$ cat src/rtl/fetch_unit_if.sv
// Narrow program-memory pin bus: one BEAT_W-bit beat per accepted request cycle.
// The fetch unit is the master; program memory answers with instr_valid/instr_data.
interface fetch_unit_if #(
  parameter int PC_W   = 5,
  parameter int BEAT_W = 4
);
  logic              instr_req;
  logic [PC_W-1:0]   instr_addr;
  logic              instr_hi;
  logic              instr_valid;
  logic [BEAT_W-1:0] instr_data;

  modport master (
    output instr_req, instr_addr, instr_hi,
    input  instr_valid, instr_data
  );

  modport slave (
    input  instr_req, instr_addr, instr_hi,
    output instr_valid, instr_data
  );
endinterface

$ cat src/rtl/fetch_unit.sv
// Holds the PC, assembles each instruction from two pin-bus beats (upper first) and strobes exec.
// Latency: exec one cycle after the lower beat; memory backpressures by withholding instr_valid, stall holds EXEC.
module fetch_unit #(
  parameter int PC_W   = 5,
  parameter int BEAT_W = 4
) (
  input  logic             clk,
  input  logic             reset,
  fetch_unit_if.master     fb,
  output logic [2:0]       opcode,
  output logic [4:0]       operand,
  output logic             exec,
  input  logic             stall,
  input  logic             bez,
  input  logic             ja,
  input  logic             x8_zero,
  input  logic [PC_W-1:0]  branch_target,
  output logic [PC_W-1:0]  pc
);

  localparam int INSTR_W = 2 * BEAT_W;

  typedef enum logic [1:0] {
    FETCH_HI = 2'd0,
    FETCH_LO = 2'd1,
    EXEC     = 2'd2
  } state_t;

  state_t               state_q, state_d;
  logic [PC_W-1:0]      pc_q, pc_d;
  logic [INSTR_W-1:0]   instr_q, instr_d;
  logic                 taken;

  always_ff @(posedge clk) begin
    if (reset) begin
      state_q <= FETCH_HI;
      pc_q    <= '0;
      instr_q <= '0;
    end else begin
      state_q <= state_d;
      pc_q    <= pc_d;
      instr_q <= instr_d;
    end
  end

  // ja alone is enough; bez needs the x8 zero flag.
  assign taken = ja | (bez & x8_zero);

  always_comb begin
    state_d        = state_q;
    pc_d           = pc_q;
    instr_d        = instr_q;
    fb.instr_req   = 1'b0;
    fb.instr_hi    = 1'b0;
    exec           = 1'b0;
    unique case (state_q)
      FETCH_HI: begin
        fb.instr_req = 1'b1;
        fb.instr_hi  = 1'b1;
        if (fb.instr_valid) begin
          instr_d[INSTR_W-1:BEAT_W] = fb.instr_data;
          state_d                   = FETCH_LO;
        end
      end
      FETCH_LO: begin
        fb.instr_req = 1'b1;
        if (fb.instr_valid) begin
          instr_d[BEAT_W-1:0] = fb.instr_data;
          state_d             = EXEC;
        end
      end
      EXEC: begin
        exec = 1'b1;
        if (!stall) begin
          pc_d    = taken ? branch_target : pc_q + PC_W'(1);
          state_d = FETCH_HI;
        end
      end
      default: state_d = FETCH_HI;
    endcase
  end

  assign fb.instr_addr = pc_q;
  assign pc            = pc_q;
  assign opcode        = instr_q[INSTR_W-1 -: 3];
  assign operand       = instr_q[INSTR_W-4 -: 5];

endmodule
$ cat src/flat_wrapper.sv
// flat-port wrapper written by rule: the top's interface ports become plain ports
module fetch_unit_flat 
#(
  parameter int PC_W   = 5,
  parameter int BEAT_W = 4
)
  (clk, reset, opcode, operand, exec, stall, bez, ja, x8_zero, branch_target, pc, fb_instr_req, fb_instr_addr, fb_instr_hi, fb_instr_valid, fb_instr_data);
  fetch_unit_if #(.PC_W(PC_W), .BEAT_W(BEAT_W)) fb_i ();
  input  logic clk;
  input  logic reset;
  output logic [2:0] opcode;
  output logic [4:0] operand;
  output logic exec;
  input  logic stall;
  input  logic bez;
  input  logic ja;
  input  logic x8_zero;
  input  logic [PC_W-1:0] branch_target;
  output logic [PC_W-1:0] pc;
  output wire logic [$bits(fb_i.instr_req)-1:0] fb_instr_req;
  output wire logic [$bits(fb_i.instr_addr)-1:0] fb_instr_addr;
  output wire logic [$bits(fb_i.instr_hi)-1:0] fb_instr_hi;
  input wire logic [$bits(fb_i.instr_valid)-1:0] fb_instr_valid;
  input wire logic [$bits(fb_i.instr_data)-1:0] fb_instr_data;
  assign fb_instr_req = fb_i.instr_req;
  assign fb_instr_addr = fb_i.instr_addr;
  assign fb_instr_hi = fb_i.instr_hi;
  assign fb_i.instr_valid = fb_instr_valid;
  assign fb_i.instr_data = fb_instr_data;
  fetch_unit #(.PC_W(PC_W), .BEAT_W(BEAT_W)) u_core (.clk(clk), .reset(reset), .fb(fb_i), .opcode(opcode), .operand(operand), .exec(exec), .stall(stall), .bez(bez), .ja(ja), .x8_zero(x8_zero), .branch_target(branch_target), .pc(pc));
endmodule
$ cat config.mk
export PLATFORM = sky130hd
export DESIGN_NAME = fetch_unit_flat
export DESIGN_NICKNAME = d
export VERILOG_FILES = /design/src/rtl/fetch_unit_if.sv /design/src/rtl/fetch_unit.sv /design/src/flat_wrapper.sv
export SDC_FILE = /design/constraint.sdc
export NUM_CORES = 1
export LEC_CHECK = 0
export BUFFER_PORTS_ARGS = -buffer_cell sky130_fd_sc_hd__buf_2
export CORE_MARGIN = 2
export CORE_UTILIZATION = 46
export CTS_BUF_LIST = sky130_fd_sc_hd__clkbuf_16
export DETAILED_ROUTE_END_ITERATION = 6
export PLACE_DENSITY_LB_ADDON = 0.15
export SYNTH_ARGS = -nofsm -noshare
export SYNTH_HDL_FRONTEND = slang
export SYNTH_SLANG_ARGS = --single-unit
$ cat constraint.sdc
create_clock -name clk -period 2.63 [get_ports clk]
set_input_delay 0.789 -clock clk [delete_from_list [all_inputs] [get_ports clk]]
set_output_delay 0.789 -clock clk [all_outputs]
set_load 0.005 [all_outputs]
==> results of run 1 <==
-- registers in the layout, indices dropped and copies added (netlist names) --
signal and count:
u_core.state_q 2, u_core.fb.instr_addr 5, u_core.instr_q 8
-- worst max-delay path, delay by kind of cell, from the launching register on --
family        cells  cell delay, ns
buf+inv           1            0.14
simple gates      1            0.22
flops             1            0.44
-- cells by family (layout without fill, tap and decap cells) --
group           Yosys count  after routing  synth area share [%]
buf+inv                  10             43                  7.90
compound gates           13             13                  12.5
mux                      10             10                  13.7
fa+ha+maj                 1              1                  1.72
xor+xnor                  1              1                  1.20
simple gates             28             28                  21.6
flops                    15             15                  41.2
-- synth_stat cells --
cell,n,area (um^2)
dfxtp_1,15,300
a21oi_1,4,20.0
nand2_1,4,15.0
nor3b_2,2,25.0
a21o_1,1,7.51
o2bb2ai_1,1,8.76
nor3_1,1,5.00
nor2b_1,3,18.8
a31oi_1,1,6.26
or3_1,1,6.26
and4b_1,1,10.0
nand3b_1,1,7.51
nand3_1,3,15.0
buf_4,5,37.5
a311oi_1,1,8.76
nand2b_1,1,6.26
mux2i_1,10,100
a211o_1,1,8.76
nor2_1,10,37.5
buf_2,1,5.00
a2bb2oi_1,1,8.76
ha_1,1,12.5
clkbuf_1,1,3.75
inv_1,3,11.3
o21ai_0,1,5.00
xnor2_1,1,8.76
or3b_4,1,11.3
o32ai_1,2,17.5
-- per-layer routing --
metal	vias to the layer above	global-route usage, %	part of all wire, %
li1	337	-	-
met1	311	27.0	46
met2	23	34.1	47
met3	2	4.58	5.7
met4	0	7.27	0.53
met5	-	0	0
-- per-stage QoR --
step	area, um^2	util (%)	hold WS (ns)	instances	worst slack (ns)
2_1_floorplan	728	-	0.485	78	0.919
3_3_place_gp	882	59.2	0.471	123	0.782
3_5_place_dp	882	59.2	0.481	123	0.736
4_1_cts	962	64.6	0.496	127	0.780
5_1_grt	962	64.6	0.532	127	0.730
6_report	962	64.6	0.493	127	0.791
-- final timing paths --
kind	end	cells past startpoint
setup / recovery	exec	2
hold / removal	u_core.instr_q[3]$_SDFFE_PP0P_	2
setup reg to reg	u_core.fb.instr_addr[0]$_SDFFE_PP0P_	3
hold reg to reg	u_core.instr_q[3]$_SDFFE_PP0P_	2
-- power breakdown --
part | switching, mW | internal (mW) | leakage (nW) | total (mW)
logic | 0.0363 | 0.0389 | 0.323 | 0.0752
clock network | 0.0922 | 0.203 | 0.0409 | 0.295
registers | 0.0113 | 0.239 | 0.122 | 0.251
-- final cells by class --
cell class | count | area share [%]
Timing Repair Buffer | 36 | 18.7
Inverter | 3 | 1.17
Multi-Input combinational cell | 53 | 38.5
Sequential cell | 15 | 31.2
Clock buffer | 3 | 7.80
Tap cell | 16 | 2.08
Clock inverter | 1 | 0.520
==> flow_summary_export.csv, run 1 <==
group,metric,value,unit
clock_network,clk_path_buf_depth,2,
grt,grt_usage,20.9,%
placed_design,dp_hpwl,1170,um
timing,setup_viol,0,
clock_network,clk_latency,0.24,ns
pwr,p_leak,0.487,nW
worst_setup_path,arrival,1.05,ns
cells_and_area,layout-drive-gt1-share,38.7,%
drt,wl_per_cell,13.5,um
grt,grt_pass1_wl,3040,um
cells_and_area,antenna_cells,0,
yosys,synth.cell_area,728,um^2
drt,ant_nets,0,
placed_design,gp_congestion,0.722,
clock_network,clk_pin_slew,0.05,ns
timing,slew_headroom,65.9,%
cells_and_area,final_cell_mix,"buf_2 (36), dfxtp_1 (15), nor2_1 (10), mux2i_1 (10)",
timing,fin_crit_sh,69.9,%
pwr,vdd_drop_max,0.000395,V
timing,tightest_slew,0.510,ns
yosys,avgSynthCellArea,9.34,um^2
worst_setup_path,slowest_delay,0.44,ns
worst_setup_path,endpoint_kind,"primary output",
timing,fmax,544,MHz
drt,num_vias,673,
clock_network,cts_tree,"done",
die,die_x,43.8,um
clock_network,cts_hold_buffers,0,
placed_design,port_buffers,36,
die,pin_count,37,
worst_setup_path,startpoint_type,"flip-flop",
drt,routed_wl,1710,um
yosys,yosysSeqAreaShare,41.2,%
worst_setup_path,r2r_slack,1.17,ns
pwr,power,0.621,mW
drt,drt-initial-drc-count,13,
cells_and_area,syn2layout_area_growth,32.1,%
drt,first_pass_iters,4,
yosys,syn_nets,95,
timing,finalHoldViolCount,0,
yosys,ys_types,28,
grt,gr-total-overflow,0,
cells_and_area,final_common_cell,"buf_2",
timing,final_max_slew_viol_count,0,
clock_network,cts-root-buf,"clkbuf_16",
worst_setup_path,crit_slowest_cell,"dfxtp_1",
grt,grt_max_degree,17,
grt,antenna_found_initial,0,
die,rows,14,
yosys,syn_inst,78,
timing,worst_clock_skew,0.00132,ns
clock_network,cts_made_buffers,3,
pwr,power.density,646,nW/um^2
clock_network,cts-htree-levels,1,
die,core,1490,um^2
worst_setup_path,crit_fanout,8,
timing,rsz0062_at_grt,"false",
timing,fin_setup_tns,0,ns
worst_setup_path,critPathLaunch,"u_core.state_q[1]$_SDFFE_PP0P_",
clock_network,cts.sinks,15,
die,die_area,1920,um^2
drt,drc,0,
yosys,synth-seq-cells,15,
clock_network,postCtsSetupBuffers,0,
die,initial_utilization,48.9,%
grt,grt_pass1_vias,677,
worst_setup_path,crit_required,1.84,ns
worst_hold_path,holdCritStartpoint,"u_core.instr_q[3]$_SDFFE_PP0P_",
die,die_y,43.8,um
cells_and_area,final_nets,129,
outcome,status,"finished clean",
cells_and_area,fillers,143,
timing,period_needed,1.84,ns
cells_and_area,multi_input_area,370,um^2
drt,routed_via_density,5.30,
worst_setup_path,r2r-start,"u_core.state_q[1]$_SDFFE_PP0P_",
clock_network,cts_resized,0,
cells_and_area,seqCellArea,300,um^2
worst_setup_path,path_cells,"nor2b_1 -> buf_2",
worst_setup_path,path_class,"flip-flop to primary output",
yosys,yosys_warnings,0,
job,drv_cap,0,
worst_hold_path,hold_class,"flip-flop to flip-flop",
Power figures use the tool's default switching activity.
==> run 2: changes to the inputs <==
CORE_UTILIZATION = 43   (was 46)
clock period = 1.9 ns   (was 2.63 ns; I/O delays follow)
==> flow_summary_export.csv, run 2 (synthesized netlist as in run 1, its figures left out) <==
group,metric,value,unit
outcome,status,"finished clean",
timing,finalHoldViolCount,0,
die,die_area,2040,um^2
drt,routed_wl,1590,um
timing,worst_clock_skew,0.000595,ns
cells_and_area,layout-drive-gt1-share,37.8,%
drt,first_pass_iters,4,
die,die_x,45.2,um
clock_network,cts_made_buffers,3,
worst_setup_path,crit_required,1.33,ns
clock_network,clk_latency,0.24,ns
cells_and_area,final_common_cell,"buf_2",
grt,grt_usage,17.7,%
timing,period_needed,1.59,ns
timing,setup_viol,0,
worst_setup_path,crit_fanout,8,
clock_network,cts_tree,"done",
worst_setup_path,arrival,1.02,ns
timing,fmax,630,MHz
drt,ant_nets,0,
die,die_y,45.2,um
clock_network,postCtsSetupBuffers,0,
die,rows,14,
pwr,pwr-share-seq,40.8,%
drt,drc,0,
grt,grt_pass1_wl,2630,um
cells_and_area,final_nets,129,
timing,final_max_slew_viol_count,0,
pwr,comb_power_share,12.0,%
timing,fin_setup_tns,0,ns
cells_and_area,final_cell_mix,"buf_2 (36), dfxtp_1 (15), nor2_1 (10), mux2i_1 (10)",
clock_network,clk_path_buf_depth,2,
placed_design,dp_hpwl,1140,um
clock_network,clk_pin_slew,0.05,ns
worst_setup_path,path_class,"flip-flop to primary output",
drt,routed_via_density,5.15,
cells_and_area,final_cell_area,961,um^2
cells_and_area,largest_reg_flops,8,
worst_setup_path,startpoint_type,"flip-flop",
pwr,power,0.849,mW
cells_and_area,syn2layout_area_growth,32.0,%
timing,fin_crit_sh,83.6,%
grt,grt_pass1_vias,620,
pwr,swShare,21.8,%
timing,rsz0062_at_grt,"false",
die,pin_count,37,
worst_hold_path,hold_class,"flip-flop to flip-flop",
cells_and_area,fillers,140,
job,drv_cap,0,
clock_network,cts_hold_buffers,0,
clock_network,cts.sinks,15,
placed_design,port_buffers,36,
worst_setup_path,endpoint_kind,"primary output",
pwr,p_leak,0.488,nW
die,initial_utilization,47.2,%
die,core,1540,um^2
placed_design,gp_congestion,0.761,
clock_network,cts-root-buf,"clkbuf_16",
timing,whs,0.486,ns
clock_network,cts_resized,0,
cells_and_area,antenna_cells,0,
pwr,switchingPower,0.185,mW
timing,slew_headroom,68.6,%
drt,drt-initial-drc-count,12,
pwr,power.internal,0.664,mW
grt,gr-total-overflow,0,
pwr,clkPwrFrac,47.2,%
grt,antenna_found_initial,0,
cells_and_area,largest-register,"u_core.instr_q",
pwr,vdd_drop_max,0.000531,V
drt,wl_per_cell,12.6,um
pwr,power.density,884,nW/um^2
grt,grt_max_degree,17,
timing,tightest_slew,0.471,ns
clock_network,cts-htree-levels,1,
drt,num_vias,654,
placed_design,place_area,882,um^2
==> run 2: cell count changes in the layout (fill, tap and decap cells not counted), sizes merged <==
cell | before | now
inv | 3 | 4
clkinv | 1 | 0
==> run 2: final cells by class <==
| class | instances | area, um^2 | area share [%] |
|---|---|---|---|
| clock buffer | 3 | 75.1 | 7.81 |
| clock inverter | 1 | 3.75 | 0.391 |
| inverter | 3 | 11.3 | 1.17 |
| multi-input combinational | 53 | 370 | 38.5 |
| sequential | 15 | 300 | 31.2 |
| tap | 16 | 20.0 | 2.08 |
| timing repair buffer | 36 | 180 | 18.8 |
==> run 2: layer usage <==
| layer | vias up | GRT usage (%) | wire [um] |
|---|---|---|---|
| li1 | 338 | - | - |
| met1 | 292 | 22.1 | 709 |
| met2 | 24 | 29.7 | 791 |
| met3 | 0 | 3.60 | 93 |
| met4 | 0 | 7.06 | 0 |
| met5 | - | 0 | 0 |
==> run 2: worst paths after layout <==
check / from / endpoint / slack, ns / cells after the start
setup / recovery: u_core.state_q[1]$_SDFFE_PP0P_ / exec / 0.31 / 2
hold / removal: u_core.instr_q[3]$_SDFFE_PP0P_ / u_core.instr_q[3]$_SDFFE_PP0P_ / 0.49 / 2
setup reg to reg: u_core.state_q[1]$_SDFFE_PP0P_ / u_core.fb.instr_addr[0]$_SDFFE_PP0P_ / 0.45 / 3
hold reg to reg: u_core.instr_q[3]$_SDFFE_PP0P_ / u_core.instr_q[3]$_SDFFE_PP0P_ / 0.49 / 2
==> run 2: power by group through the flow <==
stage          clock network (mW)  registers [mW]  logic (mW)
2_1_floorplan                   0           0.348      0.0634
3_3_place_gp                    0           0.351       0.100
3_5_place_dp                    0           0.352       0.102
4_1_cts                     0.409           0.346       0.103
5_1_grt                     0.421           0.348       0.114
6_report                    0.401           0.346       0.102
==> run 2: critical path, cell delays in order, from the launching register on <==
cell,delay (ns)
dfxtp_1,0.44
nor2b_1,0.20
buf_2,0.14
==> run 2: through the flow <==
| stage | worst slack, ns | utilization (%) | instances |
|---|---|---|---|
| 2_1_floorplan | 0.408 | - | 78 |
| 3_3_place_gp | 0.265 | 57.2 | 123 |
| 3_5_place_dp | 0.242 | 57.2 | 123 |
| 4_1_cts | 0.294 | 62.3 | 127 |
| 5_1_grt | 0.242 | 62.3 | 127 |
| 6_report | 0.312 | 62.3 | 127 |
